[src/rtl/sayeh_pkg.sv]
// Shared definitions for the sequential ALU stage: opcodes, FSM state encoding
// and the default datapath width.
package sayeh_pkg;

  localparam int W_DEFAULT = 16;

  localparam logic [3:0] OP_PASSB = 4'd0;
  localparam logic [3:0] OP_AND   = 4'd1;
  localparam logic [3:0] OP_OR    = 4'd2;
  localparam logic [3:0] OP_NOT   = 4'd3;
  localparam logic [3:0] OP_SHL   = 4'd4;
  localparam logic [3:0] OP_SHR   = 4'd5;
  localparam logic [3:0] OP_ADD   = 4'd6;
  localparam logic [3:0] OP_SUB   = 4'd7;
  localparam logic [3:0] OP_MUL   = 4'd8;
  localparam logic [3:0] OP_CMP   = 4'd9;
  localparam logic [3:0] OP_DIV   = 4'd10;

  typedef enum logic [1:0] {
    S_IDLE    = 2'd0,
    S_MUL_RUN = 2'd1,
    S_DIV_RUN = 2'd2,
    S_DONE    = 2'd3
  } alu_state_e;

endpackage

[src/rtl/seq_alu_flags_if.sv]
// Controller <-> ALU stage bundle: start/op/operands in, busy/done/result and
// status-register strobes out.
interface seq_alu_flags_if #(parameter int W = sayeh_pkg::W_DEFAULT);
  logic         start;
  logic [3:0]   op;
  logic [W-1:0] a;
  logic [W-1:0] b;
  logic         c_in;
  logic         busy;
  logic         done;
  logic [W-1:0] result;
  logic         res_we;
  logic         c_out;
  logic         z_out;
  logic         sr_load;

  modport master (
    output start, op, a, b, c_in,
    input  busy, done, result, res_we, c_out, z_out, sr_load
  );

  modport slave (
    input  start, op, a, b, c_in,
    output busy, done, result, res_we, c_out, z_out, sr_load
  );
endinterface

[src/rtl/seq_alu_mul.sv]
// Iterative shift-add multiplier: one multiplier bit per cycle, LSB first,
// MUL_W iterations counted down; done marks the final iteration.
module seq_alu_mul #(
  parameter int W = 16
) (
  input  logic             clk,
  input  logic             rst_n,
  input  logic             start,
  input  logic [W/2-1:0]   a,
  input  logic [W/2-1:0]   b,
  output logic             done,
  output logic [W-1:0]     product_nxt
);
  localparam int MUL_W = W / 2;
  localparam int CW    = $clog2(MUL_W + 1);

  logic [W-1:0]     mcand_q, mcand_d;
  logic [MUL_W-1:0] mplier_q, mplier_d;
  logic [W-1:0]     acc_q, acc_d;
  logic [CW-1:0]    cnt_q, cnt_d;

  always_comb begin
    mcand_d  = mcand_q;
    mplier_d = mplier_q;
    acc_d    = acc_q;
    cnt_d    = cnt_q;
    done     = 1'b0;
    if (start) begin
      mcand_d  = {{(W-MUL_W){1'b0}}, a};
      mplier_d = b;
      acc_d    = '0;
      cnt_d    = CW'(MUL_W);
    end else if (cnt_q != '0) begin
      if (mplier_q[0]) acc_d = acc_q + mcand_q;
      mcand_d  = {mcand_q[W-2:0], 1'b0};
      mplier_d = {1'b0, mplier_q[MUL_W-1:1]};
      cnt_d    = cnt_q - CW'(1);
      done     = (cnt_q == CW'(1));
    end
  end

  // Exposed pre-register so the top can latch the product on the last iteration.
  assign product_nxt = acc_d;

  always_ff @(posedge clk or negedge rst_n) begin
    if (!rst_n) begin
      mcand_q  <= '0;
      mplier_q <= '0;
      acc_q    <= '0;
      cnt_q    <= '0;
    end else begin
      mcand_q  <= mcand_d;
      mplier_q <= mplier_d;
      acc_q    <= acc_d;
      cnt_q    <= cnt_d;
    end
  end
endmodule

[src/rtl/seq_alu_flags.sv]
// Multi-cycle ALU stage feeding the status register (Cin/Zin/SRload).
// Define SEQ_ALU_DIV_EN to build the iterative unsigned divider (opcode 10).
//
// state   | meaning
// IDLE    | waiting for start; single-cycle ops resolve here
// MUL_RUN | shift-add multiply in progress (MUL_W cycles)
// DIV_RUN | restoring divide in progress (W cycles)
// DONE    | one-cycle completion: done, strobes and flags valid
module seq_alu_flags
  import sayeh_pkg::*;
#(
  parameter int W = W_DEFAULT
) (
  input logic            clk,
  input logic            rst_n,
  seq_alu_flags_if.slave bus
);
  localparam int MUL_W = W / 2;

  alu_state_e   state_q, state_d;
  logic [W-1:0] result_q, result_d;
  logic         c_out_q, c_out_d;
  logic         z_out_q, z_out_d;
  logic         res_we_q, res_we_d;
  logic         sr_load_q, sr_load_d;

  logic [W-1:0] sc_res;
  logic         sc_c, sc_z, sc_we, sc_ld;
  logic [W:0]   sum;

  logic         mul_start, mul_done;
  logic [W-1:0] mul_prod;

  assign mul_start = (state_q == S_IDLE) && bus.start && (bus.op == OP_MUL);

  seq_alu_mul #(.W(W)) u_mul (
    .clk         (clk),
    .rst_n       (rst_n),
    .start       (mul_start),
    .a           (bus.a[MUL_W-1:0]),
    .b           (bus.b[MUL_W-1:0]),
    .done        (mul_done),
    .product_nxt (mul_prod)
  );

`ifdef SEQ_ALU_DIV_EN
  localparam int DCW = $clog2(W + 1);

  logic [W-1:0]   quo_q, quo_d;
  logic [W-1:0]   rem_q, rem_d;
  logic [W-1:0]   dvs_q, dvs_d;
  logic           dz_q, dz_d;
  logic [DCW-1:0] div_cnt_q, div_cnt_d;
  logic [W:0]     rem_sh;
  logic           div_start;

  assign div_start = (state_q == S_IDLE) && bus.start && (bus.op == OP_DIV);

  always_comb begin
    quo_d     = quo_q;
    rem_d     = rem_q;
    dvs_d     = dvs_q;
    dz_d      = dz_q;
    div_cnt_d = div_cnt_q;
    rem_sh    = {rem_q, quo_q[W-1]};
    if (div_start) begin
      quo_d     = bus.a;
      rem_d     = '0;
      dvs_d     = bus.b;
      dz_d      = (bus.b == '0);
      div_cnt_d = DCW'(W);
    end else if (div_cnt_q != '0) begin
      div_cnt_d = div_cnt_q - DCW'(1);
      // Zero divisor always "fits", which yields the all-ones quotient.
      if (rem_sh >= {1'b0, dvs_q}) begin
        rem_d = rem_sh[W-1:0] - dvs_q;
        quo_d = {quo_q[W-2:0], 1'b1};
      end else begin
        rem_d = rem_sh[W-1:0];
        quo_d = {quo_q[W-2:0], 1'b0};
      end
    end
  end

  always_ff @(posedge clk or negedge rst_n) begin
    if (!rst_n) begin
      quo_q     <= '0;
      rem_q     <= '0;
      dvs_q     <= '0;
      dz_q      <= 1'b0;
      div_cnt_q <= '0;
    end else begin
      quo_q     <= quo_d;
      rem_q     <= rem_d;
      dvs_q     <= dvs_d;
      dz_q      <= dz_d;
      div_cnt_q <= div_cnt_d;
    end
  end
`endif

  always_comb begin
    sc_res = result_q;
    sc_c   = c_out_q;
    sc_z   = z_out_q;
    sc_we  = 1'b1;
    sc_ld  = 1'b1;
    sum    = '0;
    case (bus.op)
      OP_PASSB: begin sc_res = bus.b;          sc_c = bus.c_in; end
      OP_AND:   begin sc_res = bus.a & bus.b;  sc_c = bus.c_in; end
      OP_OR:    begin sc_res = bus.a | bus.b;  sc_c = bus.c_in; end
      OP_NOT:   begin sc_res = ~bus.b;         sc_c = bus.c_in; end
      OP_SHL:   begin sc_res = {bus.b[W-2:0], 1'b0}; sc_c = bus.b[W-1]; end
      OP_SHR:   begin sc_res = {1'b0, bus.b[W-1:1]}; sc_c = bus.b[0];   end
      OP_ADD: begin
        sum    = {1'b0, bus.a} + {1'b0, bus.b} + {{W{1'b0}}, bus.c_in};
        sc_res = sum[W-1:0];
        sc_c   = sum[W];
      end
      OP_SUB: begin
        sum    = {1'b0, bus.a} - {1'b0, bus.b} - {{W{1'b0}}, bus.c_in};
        sc_res = sum[W-1:0];
        sc_c   = sum[W];
      end
      OP_CMP: begin
        sc_c  = (bus.a < bus.b);
        sc_z  = (bus.a == bus.b);
        sc_we = 1'b0;
      end
      default: begin
        sc_we = 1'b0;
        sc_ld = 1'b0;
      end
    endcase
    if (sc_ld && (bus.op != OP_CMP)) sc_z = (sc_res == '0);
  end

  always_comb begin
    state_d   = state_q;
    result_d  = result_q;
    c_out_d   = c_out_q;
    z_out_d   = z_out_q;
    res_we_d  = 1'b0;
    sr_load_d = 1'b0;
    case (state_q)
      S_IDLE: begin
        if (bus.start) begin
          if (bus.op == OP_MUL) begin
            state_d = S_MUL_RUN;
`ifdef SEQ_ALU_DIV_EN
          end else if (bus.op == OP_DIV) begin
            state_d = S_DIV_RUN;
`endif
          end else begin
            state_d   = S_DONE;
            result_d  = sc_res;
            c_out_d   = sc_c;
            z_out_d   = sc_z;
            res_we_d  = sc_we;
            sr_load_d = sc_ld;
          end
        end
      end
      S_MUL_RUN: begin
        if (mul_done) begin
          state_d   = S_DONE;
          result_d  = mul_prod;
          c_out_d   = 1'b0;
          z_out_d   = (mul_prod == '0);
          res_we_d  = 1'b1;
          sr_load_d = 1'b1;
        end
      end
`ifdef SEQ_ALU_DIV_EN
      S_DIV_RUN: begin
        if (div_cnt_q == DCW'(1)) begin
          state_d   = S_DONE;
          result_d  = quo_d;
          c_out_d   = dz_q;
          z_out_d   = !dz_q && (quo_d == '0);
          res_we_d  = 1'b1;
          sr_load_d = 1'b1;
        end
      end
`endif
      S_DONE:  state_d = S_IDLE;
      default: state_d = S_IDLE;
    endcase
  end

  always_ff @(posedge clk or negedge rst_n) begin
    if (!rst_n) begin
      state_q   <= S_IDLE;
      result_q  <= '0;
      c_out_q   <= 1'b0;
      z_out_q   <= 1'b0;
      res_we_q  <= 1'b0;
      sr_load_q <= 1'b0;
    end else begin
      state_q   <= state_d;
      result_q  <= result_d;
      c_out_q   <= c_out_d;
      z_out_q   <= z_out_d;
      res_we_q  <= res_we_d;
      sr_load_q <= sr_load_d;
    end
  end

  assign bus.busy    = (state_q == S_MUL_RUN) || (state_q == S_DIV_RUN);
  assign bus.done    = (state_q == S_DONE);
  assign bus.result  = result_q;
  assign bus.c_out   = c_out_q;
  assign bus.z_out   = z_out_q;
  assign bus.res_we  = res_we_q;
  assign bus.sr_load = sr_load_q;
endmodule

[src/flat_wrapper.sv]
// flat-port wrapper written by rule: the top's interface ports become plain ports
module seq_alu_flags_flat import sayeh_pkg::*;
#(
  parameter int W = W_DEFAULT
)
  (clk, rst_n, bus_start, bus_op, bus_a, bus_b, bus_c_in, bus_busy, bus_done, bus_result, bus_res_we, bus_c_out, bus_z_out, bus_sr_load);
  seq_alu_flags_if #(.W(W)) bus_i ();
  input logic clk;
  input logic rst_n;
  input wire logic [$bits(bus_i.start)-1:0] bus_start;
  input wire logic [$bits(bus_i.op)-1:0] bus_op;
  input wire logic [$bits(bus_i.a)-1:0] bus_a;
  input wire logic [$bits(bus_i.b)-1:0] bus_b;
  input wire logic [$bits(bus_i.c_in)-1:0] bus_c_in;
  output wire logic [$bits(bus_i.busy)-1:0] bus_busy;
  output wire logic [$bits(bus_i.done)-1:0] bus_done;
  output wire logic [$bits(bus_i.result)-1:0] bus_result;
  output wire logic [$bits(bus_i.res_we)-1:0] bus_res_we;
  output wire logic [$bits(bus_i.c_out)-1:0] bus_c_out;
  output wire logic [$bits(bus_i.z_out)-1:0] bus_z_out;
  output wire logic [$bits(bus_i.sr_load)-1:0] bus_sr_load;
  assign bus_i.start = bus_start;
  assign bus_i.op = bus_op;
  assign bus_i.a = bus_a;
  assign bus_i.b = bus_b;
  assign bus_i.c_in = bus_c_in;
  assign bus_busy = bus_i.busy;
  assign bus_done = bus_i.done;
  assign bus_result = bus_i.result;
  assign bus_res_we = bus_i.res_we;
  assign bus_c_out = bus_i.c_out;
  assign bus_z_out = bus_i.z_out;
  assign bus_sr_load = bus_i.sr_load;
  seq_alu_flags #(.W(W)) u_core (.clk(clk), .rst_n(rst_n), .bus(bus_i));
endmodule
[config.mk]
export PLATFORM = sky130hd
export DESIGN_NAME = seq_alu_flags_flat
export DESIGN_NICKNAME = d
export VERILOG_FILES = /design/src/rtl/sayeh_pkg.sv /design/src/rtl/seq_alu_flags_if.sv /design/src/rtl/seq_alu_mul.sv /design/src/rtl/seq_alu_flags.sv /design/src/flat_wrapper.sv
export SDC_FILE = /design/constraint.sdc
export NUM_CORES = 1
export LEC_CHECK = 0
export ABC_CLOCK_PERIOD_IN_PS = 8900
export BUFFER_PORTS_ARGS = -buffer_cell sky130_fd_sc_hd__buf_2
export CAP_MARGIN = 10
export CELL_PAD_IN_SITES_DETAIL_PLACEMENT = 1
export CELL_PAD_IN_SITES_GLOBAL_PLACEMENT = 1
export CORE_MARGIN = 2
export CORE_UTILIZATION = 30
export CTS_CLUSTER_SIZE = 28
export DETAILED_ROUTE_END_ITERATION = 7
export PLACE_DENSITY_LB_ADDON = 0.1
export SLEW_MARGIN = 20
export SYNTH_ARGS = -nofsm -noshare
export SYNTH_HDL_FRONTEND = slang
export SYNTH_HIERARCHICAL = 1
export SYNTH_SLANG_ARGS = --single-unit
[constraint.sdc]
create_clock -name clk -period 8.9 [get_ports clk]
set_input_delay 0.445 -clock clk [delete_from_list [all_inputs] [get_ports clk]]
set_output_delay 0.445 -clock clk [all_outputs]
set_load 0.005 [all_outputs]
# Word level (Yosys, flattened, before mapping)
# Index checks and enable logic that the tools add are counted.
[word_totals]
wordCells = 98
reg_bits = 66
[classes]
eq_ne = 20
n_reduce_logical = 18
addsub = 6
n_mux = 40
n_lt_le_gt_ge = 1
n_bitwise = 3
[op_table]
columns = ["operator", "count"]
rows = [
  ["16-bit 2-to-1 mux", 8],
  ["16-bit case mux with 8 select lines", 1],
  ["16-bit logical NOT", 2],
  ["16-bit case mux with 2 select lines", 1],
  ["16-bit by 16-bit adder with 17-bit output", 1],
  ["17-bit by 1-bit adder with 17-bit output", 1],
  ["1-bit 2-to-1 mux", 17],
  ["16-bit by 16-bit subtractor with 17-bit output", 1],
  ["17-bit by 1-bit subtractor with 17-bit output", 1],
  ["16-bit adder", 1],
  ["16-bit bitwise AND", 1],
  ["16-bit == test", 1],
  ["4-bit by 3-bit == test with 1-bit output, second input constant", 4],
  ["16-bit less-than comparator", 1],
  ["8-bit 2-to-1 mux", 2],
  ["16-bit inverter", 1],
  ["16-bit OR", 1],
  ["5-bit AND reduction", 2],
  ["9-bit OR reduction", 1],
  ["4-bit by 1-bit == test with 1-bit output, second input constant", 2],
  ["4-bit by 2-bit == test with 1-bit output, second input constant", 2],
  ["4-bit == test, second input constant", 2],
  ["4-bit 2-to-1 mux", 2],
  ["1-bit case mux with 2 select lines", 4],
  ["21 further kinds", 28],
]

# Logic depth before layout (Yosys ltp)
# Gate-level depths: netlist of the first run.
[logic_depth]
depth_word = 8
depth_mapped = 16

# Cells and area by module
# Netlist of the first run, hierarchy kept.
[by_module_without_submodules]
columns = ["module", "n_inst", "area_per_inst_um2", "cells_per_inst", "seq_area_each_um2"]
rows = [
  ["seq_alu_flags", 1, 4827.1, 656, 550.5],
  ["seq_alu_mul", 1, 2633.8, 299, 1101.1],
]

# Worst setup path before layout of the first run
# Ideal clock, no wire load.
[synth_path]
path_type = "in2reg"
startpoint = "input port bus_b[0]"
endpoint = "register u_core.z_out_q (netlist: u_core/bus.z_out)"
setup_time_ns = 0.072
arrival_time_ns = 3.076
path_buffers = 0
stages = 13
required_time_ns = 8.828
slack_ns = 5.752
path_cell_list = "inv_1 fa_1 fa_1 o211ai_1 a21oi_1 o21ai_1 or3b_1 and3_1 o32ai_2 nand4_1 nor4b_2 a311oi_1 nor2_1"
[synth_via]
elab_chain_cells = 8
word_cells_on_any_way = 15
[synth_rtl]
columns = ["element", "line_no", "text"]
rows = [
  ["start: declaration", "flat_wrapper.sv:13", "input wire logic [$bits(bus_i.b)-1:0] bus_b;"],
  ["16-bit by 16-bit subtractor with 17-bit output / 16-bit by 16-bit adder with 17-bit output (equally long branches)", "seq_alu_flags.sv:122, seq_alu_flags.sv:117", ""],
  ["17-bit by 1-bit subtractor with 17-bit output / 17-bit by 1-bit adder with 17-bit output (equally long branches)", "seq_alu_flags.sv:122, seq_alu_flags.sv:117", ""],
  ["16-bit case mux with 8 select lines", "seq_alu_flags.sv:109", "case (bus.op)"],
  ["16-bit logical NOT", "seq_alu_flags.sv:136", "if (sc_ld && (bus.op != OP_CMP)) sc_z = (sc_res == '0);"],
  ["1-bit 2-to-1 mux (*)", "seq_alu_flags.sv:136", ""],
  ["1-bit 2-to-1 mux (*)", "seq_alu_flags.sv:149", "if (bus.op == OP_MUL) begin"],
  ["1-bit 2-to-1 mux (*)", "seq_alu_flags.sv:148", "if (bus.start) begin"],
  ["1-bit case mux with 2 select lines (*)", "seq_alu_flags.sv:146", "case (state_q)"],
  ["end signal: assignment", "seq_alu_flags.sv:204", "z_out_q <= z_out_d;"],
  ["end: declaration", "seq_alu_flags.sv:23", "logic z_out_q, z_out_d;"],
]
# Mark *: on every way between the ends. The rest lies on a longest branch, timed or not. The select of a mux whose other input is x is not followed.
# A chain may end at the register's enable or synchronous reset.

# Worst setup path in the final report of the first run
[layout_path]
startpoint = "input port bus_op[2]"
endpoint = "register u_core.c_out_q (netlist: u_core/bus.c_out)"
[layout_via]
word_cells_on_any_way = 21
[layout_lines]
columns = ["element", "line_no", "text"]
rows = [
  ["start: declaration", "flat_wrapper.sv:11", "input wire logic [$bits(bus_i.op)-1:0] bus_op;"],
  ["4-bit == test", "seq_alu_flags.sv:34", "assign mul_start = (state_q == S_IDLE) && bus.start && (bus.op == OP_MUL);"],
  ["1-bit logical AND", "seq_alu_flags.sv:34", ""],
  ["via u_core.mul_start", "seq_alu_flags.sv:31", "logic mul_start, mul_done;"],
  ["1-bit 2-to-1 mux", "seq_alu_mul.sv:28", "if (start) begin"],
  ["via u_core.mul_done", "seq_alu_flags.sv:31", ""],
  ["2-bit by 1-bit != test with 1-bit output (no line)", "-", ""],
  ["5-bit AND reduction (no line)", "-", ""],
  ["end signal: assignment", "seq_alu_flags.sv:203", "c_out_q <= c_out_d;"],
  ["end: declaration", "seq_alu_flags.sv:22", "logic c_out_q, c_out_d;"],
]
# The timed path passes the listed nets, and every way through them passes these cells. The select of a mux whose other input is x is not followed.

==> results.toml, run 1 <==
[job]
maxCapViolations = 0

[clocking]
htreeDepth = 3
cts_tree = "done"
post_cts_buffers = 0
path_clk_slew_ns = 0.06
numCtsBuffers = 9
ctsRootBufferMaster = "clkbuf_16"
postCtsResizedCells = 0
cts.sinks = 66
insertion_delay_ns = 0.34
cts.hold.buffers_added = 0
clock_path_buffers = 2

[sta]
hold_viol = 0
hold_ws_ns = 0.2952
tightest_slew_ns = 0.9683
slew_headroom_pct = 35.44
fin_skew_ns = 0.01019
fin_crit_ns = 3.981
rsz0062_at_grt = "no"
period_share_pct = 44.73
drv_slew = 0
tns_ns = 0
fmax_mhz = 251.2
setup_viol = 0

[critical_path]
timing.rr.start = "u_core/u_mul/mcand_q[0]$_DFFE_PN0P_"
cp_max_fo = 65
reg2reg_to = "u_core/bus.z_out$_DFFE_PN0P_"
critPathLaunch = "bus_op[2]"
r2r_setup_slack_ns = 5.21
worstPathArrival_ns = 4.21
crit_path_end_kind = "register"
crit_required_ns = 9.13
start_kind = "primary input"
critical_path_class = "primary input to register"
reg2reg_depth = 16

[detailed_routing]
wl_per_cell_um = 21.51
antenna_left = 0
drt-initial-drc-count = 419
drt-total-wl_um = 28120
dr_total_vias = 7140
first_pass_iters = 5
routed_via_density = 5.463
drcViolationCount = 0

[global_routing]
grt_max_degree = 67
antenna_found_initial = 0
grt_pass1_wl_um = 44280
track_usage_pct = 21.82
grt_overflow = 0
grt_pass1_vias = 7273

[synthesis]
ys_seq_area_share_pct = 22.14
synth_area_per_cell_sq_um = 7.812
yosys_warnings = 6
synthTopCellsByArea = "dfrtp_1 (22%), ha_1 (17%), a21oi_1 (5.8%)"
synthFlopType = "dfrtp_1"
yosysTopAreaCellShare_pct = 22.14
synth-seq-cells = 66
ys_types = 82
synth-edff-count = 0
yosysTopAreaCell = "dfrtp_1"
yosys-top-cells-count = "nand2_1 (106), ha_1 (99), a21oi_1 (87), inv_1 (76), nor2_1 (75)"
syn_nets = 1099
syn_area_sq_um = 7461
synthArstFlopShare_pct = 100.0
postSynthCellCount = 955
yosys.cell_count.top_type = "nand2_1"

[power_and_ir_drop]
p_total_mw = 1.855
ir_worst_vdd_mv = 0.1333
pwr_density_cell_nw_per_um2 = 223.8
leakagePower_nw = 3.732

[placed_design]
portBuffers = 61
placed_cell_area_sq_um = 7996
dp_hpwl_um = 21870
gp_congestion = 0.8893

[floorplan]
core_area_sq_um = 24390
fp-row-count = 57
num_io_pins = 62
die_area_sq_um = 26150
die_h_um = 161.7
die_w_um = 161.7
start_util_pct = 30.59

[cells_and_area]
design_area_sq_um = 8289
final_layout_size_suffix_gt1_share_pct = 10.99
areaGrowthSynthToFinish_pct = 11.10
antenna_cells = 0
final_nets = 1124

[worst_hold_path]
hold_path_class = "primary input to asynchronous set/reset pin"

[outcome]
status = "finished clean"
==> layer usage <==
layer | vias to the layer above | share of wire [%] | GRT usage [%]
li1 | 3484 | - | -
met1 | 3509 | 50 | 31.91
met2 | 127 | 46 | 35.53
met3 | 20 | 2.9 | 1.813
met4 | 0 | 1.1 | 3.942
met5 | - | 0 | 0
==> cell families (layout without fill, tap and decap cells) <==
kind of cell               Yosys count  after routing  share of synthesized area, %
xor gates and xnor gates            27             27                         3.170
DFF                                 66             66                         22.14
AOI/OAI and AO/OA                  288            288                         25.00
adders and majority gates          104            104                         17.94
buffers and inverters              133            161                         7.194
and+or+nand+nor                    301            301                         19.15
muxes                               36             36                         5.400
==> report_power, final <==
| part | switching [mW] | internal [mW] | total, mW |
|---|---|---|---|
| Combinational | 0.598 | 0.369 | 0.967 |
| Clock | 0.140 | 0.228 | 0.368 |
| Sequential | 0.104 | 0.416 | 0.520 |
| Total | 0.841 | 1.01 | 1.86 |
==> layout make-up <==
cell class              instances  area (sq um)
repair buffers                 68         357.8
clock buffers                  11         252.7
fillers                      3005         16100
inverters                      79         296.5
flip-flops and latches         66          1652
clock inverters                 3         40.04
well taps                     324         405.4
multi-input cells             756          5285
==> worst max-delay path by stage <==
stage                                        end  slack (ns)  cells past startpoint
floorplan           u_core/bus.z_out$_DFFE_PN0P_        5.75                     13
CTS                 u_core/bus.c_out$_DFFE_PN0P_        4.95                     16
detailed placement  u_core/bus.c_out$_DFFE_PN0P_        4.59                     16
global route        u_core/bus.c_out$_DFFE_PN0P_        4.60                     16
finish              u_core/bus.c_out$_DFFE_PN0P_        4.92                     16
global placement    u_core/bus.c_out$_DFFE_PN0P_        4.69                     16
==> cell usage in the layout, fill, tap and decap left out, types with 7 or more instances in the layout <==
master	synthesis	final
a221oi_1	8	8
buf_2	13	61
o21ai_1	7	7
buf_4	3	7
nor2_1	75	74
o21a_1	7	7
nand2_1	106	106
o211ai_1	13	13
nor2b_1	10	10
nand3_1	18	18
xnor2_1	20	20
dfrtp_1	66	66
ha_1	99	99
nor3_1	23	22
inv_1	76	76
o21ai_0	62	62
nand2b_1	8	8
nand4_1	13	13
a21oi_1	87	87
nor4_1	10	10
a21o_1	10	10
xor2_1	7	7
clkbuf_16	0	9
a211oi_1	16	16
a31oi_1	12	12
mux2i_1	29	29
o221ai_1	7	7
==> flip-flops by register name, indices dropped and copies added (netlist names), 2 cells and up <==
register / cells
u_core/state_q: 2
u_core/u_mul/cnt_q: 4
u_core/u_mul/mplier_q: 8
u_core/bus.result: 16
u_core/u_mul/mcand_q: 16
u_core/u_mul/acc_q: 16
==> critical path, cell delays in order <==
cell and delay, ns:
buf_2 0.07, buf_4 0.36, clkinv_1 0.48, nand3_1 0.39, nor2_4 0.05, buf_4 0.30
nor4_1 0.32, and2_1 0.26, nor2_1 0.11, nor3_2 0.18, buf_4 0.33, nand2_1 0.24
a21oi_1 0.18, o21ai_0 0.13, a211oi_1 0.19, nor2_1 0.06
==> per-stage QoR <==
stage	util, %	setup WS [ns]	cells
after floorplan	-	5.752	955
after global placement	32.78	4.687	1293
after detailed placement	32.78	4.589	1293
after CTS	33.98	4.953	1307
after global routing	33.98	4.596	1307
final	33.98	4.919	1307
Power figures use the tool's default switching activity.
==> run 2, diff against run 1 <==
--- a/config.mk
+++ b/config.mk
@@ -5,7 +5,8 @@
 export SDC_FILE = /design/constraint.sdc
 export NUM_CORES = 1
 export LEC_CHECK = 0
-export ABC_CLOCK_PERIOD_IN_PS = 8900
+export ABC_AREA = 1
+export ABC_CLOCK_PERIOD_IN_PS = 3840
 export BUFFER_PORTS_ARGS = -buffer_cell sky130_fd_sc_hd__buf_2
 export CAP_MARGIN = 10
 export CELL_PAD_IN_SITES_DETAIL_PLACEMENT = 1
==> constraint.sdc (replaced) <==
create_clock -name clk -period 3.84 [get_ports clk]
set_input_delay 0.192 -clock clk [delete_from_list [all_inputs] [get_ports clk]]
set_output_delay 0.192 -clock clk [all_outputs]
set_load 0.005 [all_outputs]
==> run 2 against run 1 <==
  * Critical path depth shrank 4
  * Core utilization rose by 0.40 points
  * Cell count rose by 28%
  * Worst hold slack lost 0.11 ns
  * Sequential power up 130%
  * Synthesized cell count up 33%
  * Critical endpoint is now u_core/bus.z_out$_DFFE_PN0P_
==> results.toml, run 2 <==
[global_routing]
grt_pass1_wl_um = 51690
track_usage_pct = 23.50
antenna_found_initial = 0
grt_max_degree = 47
grt_overflow = 0
grt_pass1_vias = 8782

[synthesis]
syn_nets = 1413
yosys.cell_count.top_type = "nand2_1"
postSynthCellCount = 1269
yosysTopAreaCellShare_pct = 20.58
yosys-top-cells-count = "nand2_1 (361), inv_1 (213), nor2_1 (111), nand3_1 (105), ha_1 (99)"
yosys_warnings = 6
synth-edff-count = 0
synthArstFlopShare_pct = 100.0
synth_area_per_cell_sq_um = 6.325
synthTopCellsByArea = "dfrtp_1 (21%), nand2_1 (17%), ha_1 (15%)"
ys_seq_area_share_pct = 20.58
synthFlopType = "dfrtp_1"
ys_types = 46
yosysTopAreaCell = "dfrtp_1"
synth-seq-cells = 66
syn_area_sq_um = 8026

[critical_path]
cp_max_fo = 31
worstPathArrival_ns = 3.28
start_kind = "register"
critical_path_class = "register to register"
reg2reg_depth = 12
timing.rr.start = "u_core/u_mul/cnt_q[0]$_DFFE_PN0P_"
crit_path_end_kind = "register"
crit_required_ns = 4.11
reg2reg_to = "u_core/bus.z_out$_DFFE_PN0P_"
r2r_setup_slack_ns = 0.83

[detailed_routing]
drt-total-wl_um = 32180
wl_per_cell_um = 19.31
first_pass_iters = 6
wl_met3_um = 1279
drcViolationCount = 0
wl_met1_um = 17210
dr_total_vias = 8539
antenna_left = 0
routed_via_density = 5.122
drt-initial-drc-count = 473
top_layer_used = "met4"
route.met2.wl_um = 13320

[floorplan]
die_w_um = 167.6
die_area_sq_um = 28080
start_util_pct = 30.71
fp-row-count = 59
num_io_pins = 62
die_h_um = 167.6
core_area_sq_um = 26130

[sta]
drv_slew = 0
rsz0062_at_grt = "no"
fmax_mhz = 332.3
period_share_pct = 78.37
slew_headroom_pct = 42.28
fin_skew_ns = 0.008520
tightest_slew_ns = 0.8626
hold_viol = 0
fin_crit_ns = 3.009
setup_viol = 0
tns_ns = 0

[power_and_ir_drop]
switching_power_mw = 2.375
pwr-share-clk_pct = 17.3
p_int_mw = 2.383
pwr-share-seq_pct = 24.9
p_total_mw = 4.758
combPwrFrac_pct = 57.8
leakagePower_nw = 4.845
ir_worst_vdd_mv = 0.3629
pwr_density_cell_nw_per_um2 = 529.5
p_sw_share_pct = 49.92

[worst_hold_path]
hold_path_class = "primary input to register"
worstHoldStart = "bus_a[7]"
hold_end = "u_core/u_mul/mcand_q[7]$_DFFE_PN0P_"
whs_path_depth = 3

[clocking]
ctsRootBufferMaster = "clkbuf_16"
cts_tree = "done"
insertion_delay_ns = 0.33
path_clk_slew_ns = 0.06
post_cts_buffers = 0
cts.sinks = 66
clock_path_buffers = 2
numCtsBuffers = 9
htreeDepth = 3

[cells_and_area]
final_layout_size_suffix_gt1_share_pct = 10.36
design_area_sq_um = 8986
instances_no_fill = 1667
antenna_cells = 0
final_nets = 1471
final_cell_mix = "nand2_1 (361), inv_1 (213), nor2_1 (111)"
final_util_pct = 34.39
areaGrowthSynthToFinish_pct = 11.96
final_common_cell = "nand2_1"

[placed_design]
portBuffers = 61
gp_congestion = 0.8677
placed_cells = 1650
placed_cell_area_sq_um = 8681
dp_hpwl_um = 26530

[outcome]
status = "finished clean"

[job]
maxCapViolations = 0
[run 2: changes by cell type after synthesis, sizes merged, moves of 16 or more]
cell    previous run  this run
clkbuf            35         7
xnor2             20         3
mux2i             29         1
nor2              75       121
nand3             18       106
nand2            106       370
a211oi            17         1
a21oi             88        54
inv               78       223
[run 2: per-stage QoR]
stage | hold WS (ns) | setup WS [ns]
after floorplan | -0.1036 | 1.429
after global placement | 0.2001 | 0.5379
after detailed placement | 0.2021 | 0.5180
after CTS | 0.1912 | 0.8575
after global routing | 0.1890 | 0.4767
final | 0.1853 | 0.8307
[run 2: logic make-up (layout without fill, tap and decap cells)]
logic type	Yosys count	after routing	synth area share [%]
and+or+nand+nor	663	663	35.68
buffers and inverters	252	315	12.67
AOI/OAI and AO/OA	176	176	13.50
adders and majority gates	104	104	16.68
DFF	66	66	20.58
xor gates and xnor gates	7	7	0.7638
muxes	1	1	0.1247
[run 2: what timing repair did]
item,in CTS,in global routing
endpoints found under the setup margin,0,0
hold buffers,1,0
resized for setup,0,0
endpoints found under the hold margin,20,0
[run 2: routing by layer]
metal / GRT usage, % / up-vias
li1: - / 4215
met2: 35.96 / 188
met4: 3.138 / 0
met3: 2.742 / 30
met5: 0 / -
met1: 36.06 / 4106
[run 2: power by group through the flow]
stage          Combinational (mW)  Sequential (mW)  Clock (mW)
3_3_place_gp                 2.69             1.20           0
6_report                     2.75             1.19       0.824
2_1_floorplan                1.89             1.12           0
4_1_cts                      2.75             1.19       0.837
5_1_grt                      3.15             1.22       0.877
3_5_place_dp                 2.73             1.20           0
[run 2: worst max path at each step]
stage	from	end	cells past startpoint
after global placement	bus_op[3]	u_core/bus.result[6]$_DFFE_PN0P_	18
after floorplan	u_core/state_q[0]$_DFFE_PN0P_	u_core/bus.z_out$_DFFE_PN0P_	17
after detailed placement	bus_op[3]	u_core/bus.result[6]$_DFFE_PN0P_	18
after CTS	u_core/u_mul/cnt_q[0]$_DFFE_PN0P_	u_core/bus.z_out$_DFFE_PN0P_	12
after global routing	u_core/state_q[0]$_DFFE_PN0P_	u_core/bus.result[1]$_DFFE_PN0P_	17
final	u_core/u_mul/cnt_q[0]$_DFFE_PN0P_	u_core/bus.z_out$_DFFE_PN0P_	12
[run 2: layout make-up]
type	instances	area, sq um
flip-flops and latches	66	1652
repair buffers	76	420.4
clock buffers	9	225.2
fillers	3472	17150
inverters	223	837.1
clock inverters	7	70.07
multi-input cells	951	5363
well taps	335	419.2
[run 2: worst max-delay path, stage by stage, from the launching register on]
cell	delay, ns
dfrtp_1	0.37
inv_1	0.10
ha_1	0.22
nand2_2	0.12
nand2_1	0.09
inv_2	0.47
o21ai_1	0.14
a21oi_1	0.22
nor2_1	0.14
or4_1	0.59
nor4_1	0.26
mux2i_1	0.13
nand2_1	0.09
